File: src/rtl/uart_rx_framer_pkg.sv
// Shared definitions for the UART receive framer: FSM state encoding,
// the legal oversampling rates and the 2-of-3 bit voter.
package uart_rx_framer_pkg;

  typedef enum logic [2:0] {
    IDLE   = 3'd0,
    START  = 3'd1,
    DATA   = 3'd2,
    PARITY = 3'd3,
    STOP   = 3'd4
  } state_e;

  localparam int unsigned PRESCALE_8  = 8;
  localparam int unsigned PRESCALE_16 = 16;
  localparam int unsigned PRESCALE_32 = 32;

  // Majority of three mid-bit samples; a single noisy sample cannot flip a bit.
  function automatic logic majority3(input logic [2:0] s);
    return (s[0] & s[1]) | (s[0] & s[2]) | (s[1] & s[2]);
  endfunction

endpackage

File: src/rtl/uart_rx_framer_edge_bit_counter.sv
// Edge counter (0..P-1 within a bit) and bit counter (bit index within the
// frame, start bit = 0). bit_end flags the last edge of the current bit.
module edge_bit_counter #(
  parameter int EDGE_W = 6,
  parameter int BIT_W  = 4
) (
  input  logic              clk,
  input  logic              rst_n,
  input  logic              start,
  input  logic              run,
  input  logic [EDGE_W-1:0] prescale,
  output logic [EDGE_W-1:0] edge_cnt,
  output logic [BIT_W-1:0]  bit_cnt,
  output logic              bit_end
);

  assign bit_end = (edge_cnt == prescale - EDGE_W'(1));

  // The start cycle is edge 0, so the counter is loaded with 1; afterwards it
  // wraps at P-1 and each wrap advances the bit index.
  always_ff @(posedge clk or negedge rst_n) begin
    if (!rst_n) begin
      edge_cnt <= '0;
      bit_cnt  <= '0;
    end else if (start) begin
      edge_cnt <= EDGE_W'(1);
      bit_cnt  <= '0;
    end else if (run) begin
      if (bit_end) begin
        edge_cnt <= '0;
        bit_cnt  <= bit_cnt + BIT_W'(1);
      end else begin
        edge_cnt <= edge_cnt + EDGE_W'(1);
      end
    end
  end

endmodule

File: src/rtl/uart_rx_framer.sv
// UART receive framer: oversampled start/data/parity/stop reception with
// majority-vote sampling, glitch rejection and one-cycle result strobes.
// RX_IN is expected to be already synchronous to CLK.
module uart_rx_framer
  import uart_rx_framer_pkg::*;
#(
  parameter int DATA_WIDTH = 8,
  parameter int PRESCALE_W = 6
) (
  input  logic                  CLK,
  input  logic                  RST,
  input  logic                  RX_IN,
  input  logic [PRESCALE_W-1:0] PRESCALE,
  input  logic                  PAR_EN,
  input  logic                  PAR_TYP,
  output logic [DATA_WIDTH-1:0] P_DATA,
  output logic                  DATA_VLD,
  output logic                  PAR_ERR,
  output logic                  STP_ERR
);

  localparam int BIT_W = $clog2(DATA_WIDTH + 3);

  state_e                  state_reg, state_next;
  logic [PRESCALE_W-1:0]   prescale_reg, prescale_legal, half;
  logic                    par_en_reg, par_typ_reg;
  logic [PRESCALE_W-1:0]   edge_cnt;
  logic [BIT_W-1:0]        bit_cnt;
  logic                    bit_end;
  logic [2:0]              sample_reg;
  logic                    bit_val;
  logic [DATA_WIDTH-1:0]   shift_reg, p_data_reg;
  logic                    par_err_flag_reg;
  logic                    stp_err_flag;
  logic                    data_vld_reg, par_err_reg, stp_err_reg;
  logic                    start_frame, frame_end;

  assign half    = prescale_reg >> 1;
  assign bit_val = majority3(sample_reg);

  // Unsupported oversampling rates fall back to 8.
  always_comb begin
    prescale_legal = PRESCALE_W'(PRESCALE_8);
    if (PRESCALE == PRESCALE_W'(PRESCALE_16) || PRESCALE == PRESCALE_W'(PRESCALE_32))
      prescale_legal = PRESCALE;
  end

  edge_bit_counter #(
    .EDGE_W (PRESCALE_W),
    .BIT_W  (BIT_W)
  ) u_counter (
    .clk      (CLK),
    .rst_n    (RST),
    .start    (start_frame),
    .run      (state_reg != IDLE),
    .prescale (prescale_reg),
    .edge_cnt (edge_cnt),
    .bit_cnt  (bit_cnt),
    .bit_end  (bit_end)
  );

  // FSM state register.
  always_ff @(posedge CLK or negedge RST) begin
    if (!RST) state_reg <= IDLE;
    else      state_reg <= state_next;
  end

  // Next-state logic; the strobe cycle is spent in IDLE so a new start bit
  // can be picked up immediately.
  always_comb begin
    state_next  = state_reg;
    start_frame = 1'b0;
    frame_end   = 1'b0;
    case (state_reg)
      IDLE: begin
        if (!RX_IN) begin
          start_frame = 1'b1;
          state_next  = START;
        end
      end
      START: begin
        if (bit_end) state_next = bit_val ? IDLE : DATA;
      end
      DATA: begin
        if (bit_end && bit_cnt == BIT_W'(DATA_WIDTH))
          state_next = par_en_reg ? PARITY : STOP;
      end
      PARITY: begin
        if (bit_end) state_next = STOP;
      end
      STOP: begin
        if (bit_end) begin
          state_next = IDLE;
          frame_end  = 1'b1;
        end
      end
      default: state_next = IDLE;
    endcase
  end

  // Capture three samples around mid-bit for the majority vote.
  always_ff @(posedge CLK or negedge RST) begin
    if (!RST) begin
      sample_reg <= '0;
    end else if (state_reg != IDLE) begin
      if (edge_cnt == half - PRESCALE_W'(1)) sample_reg[0] <= RX_IN;
      if (edge_cnt == half)                  sample_reg[1] <= RX_IN;
      if (edge_cnt == half + PRESCALE_W'(1)) sample_reg[2] <= RX_IN;
    end
  end

  assign stp_err_flag = ~bit_val;

  // Frame configuration latch, data shift register and parity check.
  always_ff @(posedge CLK or negedge RST) begin
    if (!RST) begin
      prescale_reg     <= '0;
      par_en_reg       <= 1'b0;
      par_typ_reg      <= 1'b0;
      shift_reg        <= '0;
      par_err_flag_reg <= 1'b0;
    end else if (start_frame) begin
      prescale_reg     <= prescale_legal;
      par_en_reg       <= PAR_EN;
      par_typ_reg      <= PAR_TYP;
      par_err_flag_reg <= 1'b0;
    end else if (bit_end) begin
      if (state_reg == DATA)
        shift_reg <= {bit_val, shift_reg[DATA_WIDTH-1:1]};
      if (state_reg == PARITY)
        par_err_flag_reg <= (bit_val != ((^shift_reg) ^ par_typ_reg));
    end
  end

  // Registered result strobes and the held output byte.
  always_ff @(posedge CLK or negedge RST) begin
    if (!RST) begin
      p_data_reg   <= '0;
      data_vld_reg <= 1'b0;
      par_err_reg  <= 1'b0;
      stp_err_reg  <= 1'b0;
    end else begin
      data_vld_reg <= frame_end & ~par_err_flag_reg & ~stp_err_flag;
      par_err_reg  <= frame_end & par_err_flag_reg;
      stp_err_reg  <= frame_end & stp_err_flag;
      if (frame_end && !par_err_flag_reg && !stp_err_flag)
        p_data_reg <= shift_reg;
    end
  end

  assign P_DATA   = p_data_reg;
  assign DATA_VLD = data_vld_reg;
  assign PAR_ERR  = par_err_reg;
  assign STP_ERR  = stp_err_reg;

endmodule

File: config.mk
export PLATFORM = sky130hd
export DESIGN_NAME = uart_rx_framer
export DESIGN_NICKNAME = d
export VERILOG_FILES = /design/src/rtl/uart_rx_framer_pkg.sv /design/src/rtl/uart_rx_framer_edge_bit_counter.sv /design/src/rtl/uart_rx_framer.sv
export SDC_FILE = /design/constraint.sdc
export NUM_CORES = 1
export LEC_CHECK = 0
export ABC_AREA = 1
export CAP_MARGIN = 40
export CORE_MARGIN = 3
export CORE_UTILIZATION = 29
export CTS_CLUSTER_SIZE = 16
export DETAILED_ROUTE_END_ITERATION = 8
export GPL_ROUTABILITY_DRIVEN = 0
export MAX_ROUTING_LAYER = met4
export SLEW_MARGIN = 20
export SYNTH_ARGS = -nofsm -noshare
export SYNTH_HDL_FRONTEND = slang
export SYNTH_SLANG_ARGS = --single-unit
File: constraint.sdc
create_clock -name CLK -period 2.6 [get_ports CLK]
set_input_delay 0.78 -clock CLK [delete_from_list [all_inputs] [get_ports CLK]]
set_output_delay 0.78 -clock CLK [all_outputs]
set_load 0.005 [all_outputs]
# Yosys cells after proc, flatten, opt, wreduce, memory -nomap -nowiden
# Cells that the tools add are included.
# totals
regBits	44
inputBits	11
output_inout_bits	11
wordCells	90
# classes
n_addsub	5
eq_ne	17
n_mux	22
bitwise_logic	13
reduce_logical	18
# ops
cell	n
$mux 6	4
$eq 6x6->1	3
$mux 3	6
$pmux 3 s5	1
$mux 4	3
$ne 2x2->1 const B	5
$reduce_and 2->1	5
$reduce_xor 8->1	1
$and 1x1->1	7
$mux 1	7
$add 5x1->6 const B	1
$add 6x1->6 const B	1
$eq 3x2->1 const B	2
$eq 6x5->1	1
$eq 6x5->1 const B	1
$eq 6x6->1 const B	1
$reduce_bool 2->1	3
$sub 5x1->6 const B	1
$sub 6x1->6 const B	1
$reduce_and 5->1	1
$add 4x1->4 const B	1
$eq 4x4->1 const B	1
$eq 3x1->1 const B	1
$eq 3x3->1 const B	1
other kinds (11)	16

# Logic depth before layout (Yosys ltp)
# depth
word_depth	7
ltp_mapped	13

# Modules after synthesis
# Synthesis repeated with hierarchy kept, for this count alone.
# unflattened
cells_unflattened	370
hier_area_um2	2678.8
# by_module_without_submodules
mod	n_inst	cells_per_inst	area_each_um2	seq_area_each_um2
uart_rx_framer	1	264	1925.6	850.8
edge_bit_counter	1	106	753.2	250.2

# Least setup slack after synthesis
# Ideal clock, no wire load.
# synth_path
kind	register -> register
start	register prescale_reg[1]
end	register p_data_reg[0], in the netlist P_DATA[0]
t_arrival_ns	1.817
required_ns	2.483
path_slack_ns	0.666
stages_incl_launch_ff	12
synth_period_minus_slack_ns	1.934
cell_sequence	dfrtp_1 > inv_1 > ha_1 > inv_1 > a21oi_1 > nor2_1 > nor2_2 > nand3_4 > nor2_4 > nand3_2 > nand2_1 > nand2_1
# synth_via
elab_chain_len	6
# synth_lines
item	line	rtl
start: declaration	uart_rx_framer.sv:25	logic [PRESCALE_W-1:0] prescale_reg, prescale_legal, half;
start signal: assignment	uart_rx_framer.sv:123	prescale_reg <= prescale_legal;
$sub 6x1->6	uart_rx_framer_edge_bit_counter.sv:17	assign bit_end = (edge_cnt == prescale - EDGE_W'(1));
$eq 6x6->1	uart_rx_framer_edge_bit_counter.sv:17	
$mux 1	uart_rx_framer.sv:92	if (bit_end) begin
$mux 1	uart_rx_framer.sv:74	case (state_reg)
$logic_and 1x1->1 (2 in a row)	uart_rx_framer.sv:146	if (frame_end && !par_err_flag_reg && !stp_err_flag)
end signal: assignment	uart_rx_framer.sv:147	p_data_reg <= shift_reg;
end: declaration	uart_rx_framer.sv:32	logic [DATA_WIDTH-1:0] shift_reg, p_data_reg;
# Every way passes these cells.
# A chain may end at the register's enable or synchronous reset.

# Worst setup path after layout
# layout_path
start	register prescale_reg[1]
end	register p_data_reg[5], in the netlist P_DATA[5]
# Same word-level chain as after synthesis.

==> reports/results.txt <==
Layout fillers: 885
DR vias/cell: 4.53
# setup viols final: 0
Final Max Tran Viols: 0
setup ws final: 339 ps
final hold vios: 0
Cell Area, Placed: 0.00293 sq mm
die area: 0.0101 sq mm
met2 Usage GRT: 19.8%
clock buffer depth: 2
port bufs: 21
Critical Path Sink Type: flop
Final TNS setup: 0 ps
Worst path slowest cell: dfrtp_1
Yosys reg bits: 44
GR Util met1: 17.2%
Layout Cells excl Fill: 478
Tightest Hold Check Type: input port to asynchronous set/reset pin
grt ovf: 0
Total GRT Usage: 12.5%
CTS H-tree lvls: 2
Avg Cell Area, Syn: 7.53 sq um
initial antenna violation count: 0
pwr dens: 764 mW/mm^2
antenna cells: 0
core area: 0.00842 sq mm
Max Clock Skew: 9.95 ps
Worst Path Buf+Inv: 2
fmax: 442 MHz
Synth Net Count: 362
RSZ-0062 raised after global routing: no
CTS Root Cell: clkbuf_8
CTS buffer count: 5
largest net degree at the start of global routing: 19
Crit Path Class: flop to flop
crit-path max cell delay: 440 ps
Arrival @ worst endpoint: 2450 ps
register area share after synthesis: 42.5%
layout cells sized above 1: 7.51%
number of global-route vias before repair: 2116
Pre-Repair DR Iteration Count: 4
Lkg Pwr: 1.51 nW
EDFF count, synth: 0
total power draw: 2.33 mW
distinct cell type count after synthesis: 31
pre-CTS setup slack: 353 ps
Synth Warn #: 0
Post-Syn Area: 0.00259 sq mm
Top delay family on crit path: simple AND/OR/NAND/NOR gates
DP Cell Count: 470
WHS: 412 ps
Initial Utilization: 30.7%
Detail Placement HPWL: 4350 microns
drt drc: 0
P&R area growth vs syn: 17.6%
die width: 100 microns
Max VDD drop: 0.000346 V
ys flop type: dfrtp_1
CTS Hold Bufs: 0
Slew headroom: 64.3%
Top-Level Pins: 22
first-pass GRT wire length: 10000 microns
FFs w/ async S/R, synth: 100%
Post-Route WL: 5630 microns
clk slew on worst S/H paths: 100 ps
Rows: 33
final instance area: 0.00305 sq mm
cell count after synthesis: 344
Total Nets Final: 390
Clk Latency, worst-skew pair: 300 ps
Critical Path Start Type: flop
GR peak layer: met2
Finished Core Util: 36.2%
maximum fanout along the worst path: 10
# Post-CTS Setup Buffers: 0
post-layout min period: 2260 ps
Worst-Margin Slew: 534 ps
Routed Antenna Nets: 0
vias: 2165
crit path cell chain: inv_1, ha_1, inv_1, a21oi_1, nor2_1, nor2_2, nand3_4, nor2_4, nand3_2, nand2_1, nand2_1
MaxCap Viol Count: 0
drt wl/cell: 11.8 microns
Tcrit/Tclk final: 86.9%
required time of the critical path: 2790 ps
post_cts resized: 0
CTS tree: done
drt first-iter violations: 103
M3 GR Usage: 1.45%
Die H: 100 microns
CTS Sinks: 44
run status: complete, no violations
[cell usage in the layout, fill, tap and decap left out, types with 2 or more instances in the layout]
| cell type | n |
|---|---|
| clkbuf_8 | 5 |
| nand2_1 | 109 |
| ha_1 | 7 |
| dfrtp_1 | 44 |
| buf_4 | 5 |
| inv_2 | 3 |
| a21oi_1 | 4 |
| nor2_2 | 3 |
| o22ai_1 | 2 |
| nand3_1 | 22 |
| inv_1 | 48 |
| xor2_1 | 15 |
| xnor2_1 | 8 |
| o21ai_0 | 17 |
| nor3_1 | 6 |
| nand4_1 | 9 |
| nor2_1 | 29 |
| clkdlybuf4s50_1 | 20 |
| nor2_4 | 2 |
[report_power, final]
| part | total [mW] | internal (mW) | switching, mW | leakage [nW] |
|---|---|---|---|---|
| registers | 0.928 | 0.791 | 0.137 | 0.592 |
| logic | 0.843 | 0.296 | 0.547 | 0.862 |
| clock network | 0.556 | 0.290 | 0.266 | 0.0548 |
| total | 2.33 | 1.38 | 0.949 | 1.51 |
[worst paths after layout]
path,slack [ps],start,cells past startpoint,to
worst max-delay path,340,prescale_reg[1]$_DFFE_PN0P_,11,P_DATA[5]$_DFFE_PN0P_
worst min-delay path,410,RST,1,u_counter.edge_cnt[2]$_DFFE_PN0P_
worst max register to register,340,prescale_reg[1]$_DFFE_PN0P_,11,P_DATA[5]$_DFFE_PN0P_
worst min register to register,470,par_err_flag_reg$_DFFE_PN0P_,1,DATA_VLD$_DFF_PN0_
max in group asynchronous,1610,RST,2,DATA_VLD$_DFF_PN0_
min in group CLK,470,par_err_flag_reg$_DFFE_PN0P_,1,DATA_VLD$_DFF_PN0_
[routing by layer]
metal / vias to the layer above / routed length, microns
met3: 4 / 202
met5: - / 0
met1: 1006 / 2750
met2: 30 / 2630
met4: 0 / 54
li1: 1125 / -
[worst register-to-register path: cells and delay by family (launching register included)]
family          cells  cell delay, ps
compound gates      1             160
fa+ha+maj           1             240
buf+inv             2             290
flops               1             440
simple gates        7            1030
[cell families (layout without fill, tap and decap cells)]
kind of cell | Yosys count | after routing | share of synthesized area [%]
compound gates | 27 | 27 | 5.61
xor+xnor | 23 | 23 | 7.78
fa+ha+maj | 7 | 7 | 3.38
buf+inv | 56 | 85 | 8.65
flops | 44 | 44 | 42.5
simple gates | 187 | 187 | 32.0
[area by class of cell]
type	count	area, sq um	share of cell area, %
Clock inverter	3	46.3	1.52
Clock buffer	5	68.8	2.26
Multi-Input combinational cell	244	1260	41.5
Tap cell	105	131	4.31
Inverter	51	191	6.29
Timing Repair Buffer	26	243	7.97
Sequential cell	44	1100	36.2
[synth_stat cells (all sizes together) (2+ instances only)]
cell   instances  area [sq um]
nand3         24           138
buf            4          28.8
inv           51           191
o21ai         18          90.1
o22ai          2          12.5
a21oi          4          20.0
xor2          15           131
nand4          9          56.3
dfrtp         44          1100
xnor2          8          70.1
nand2        110           415
nor3           8          56.3
ha             7          87.6
nor2          34           150
Note: power is estimated with default switching activity, not from simulation.
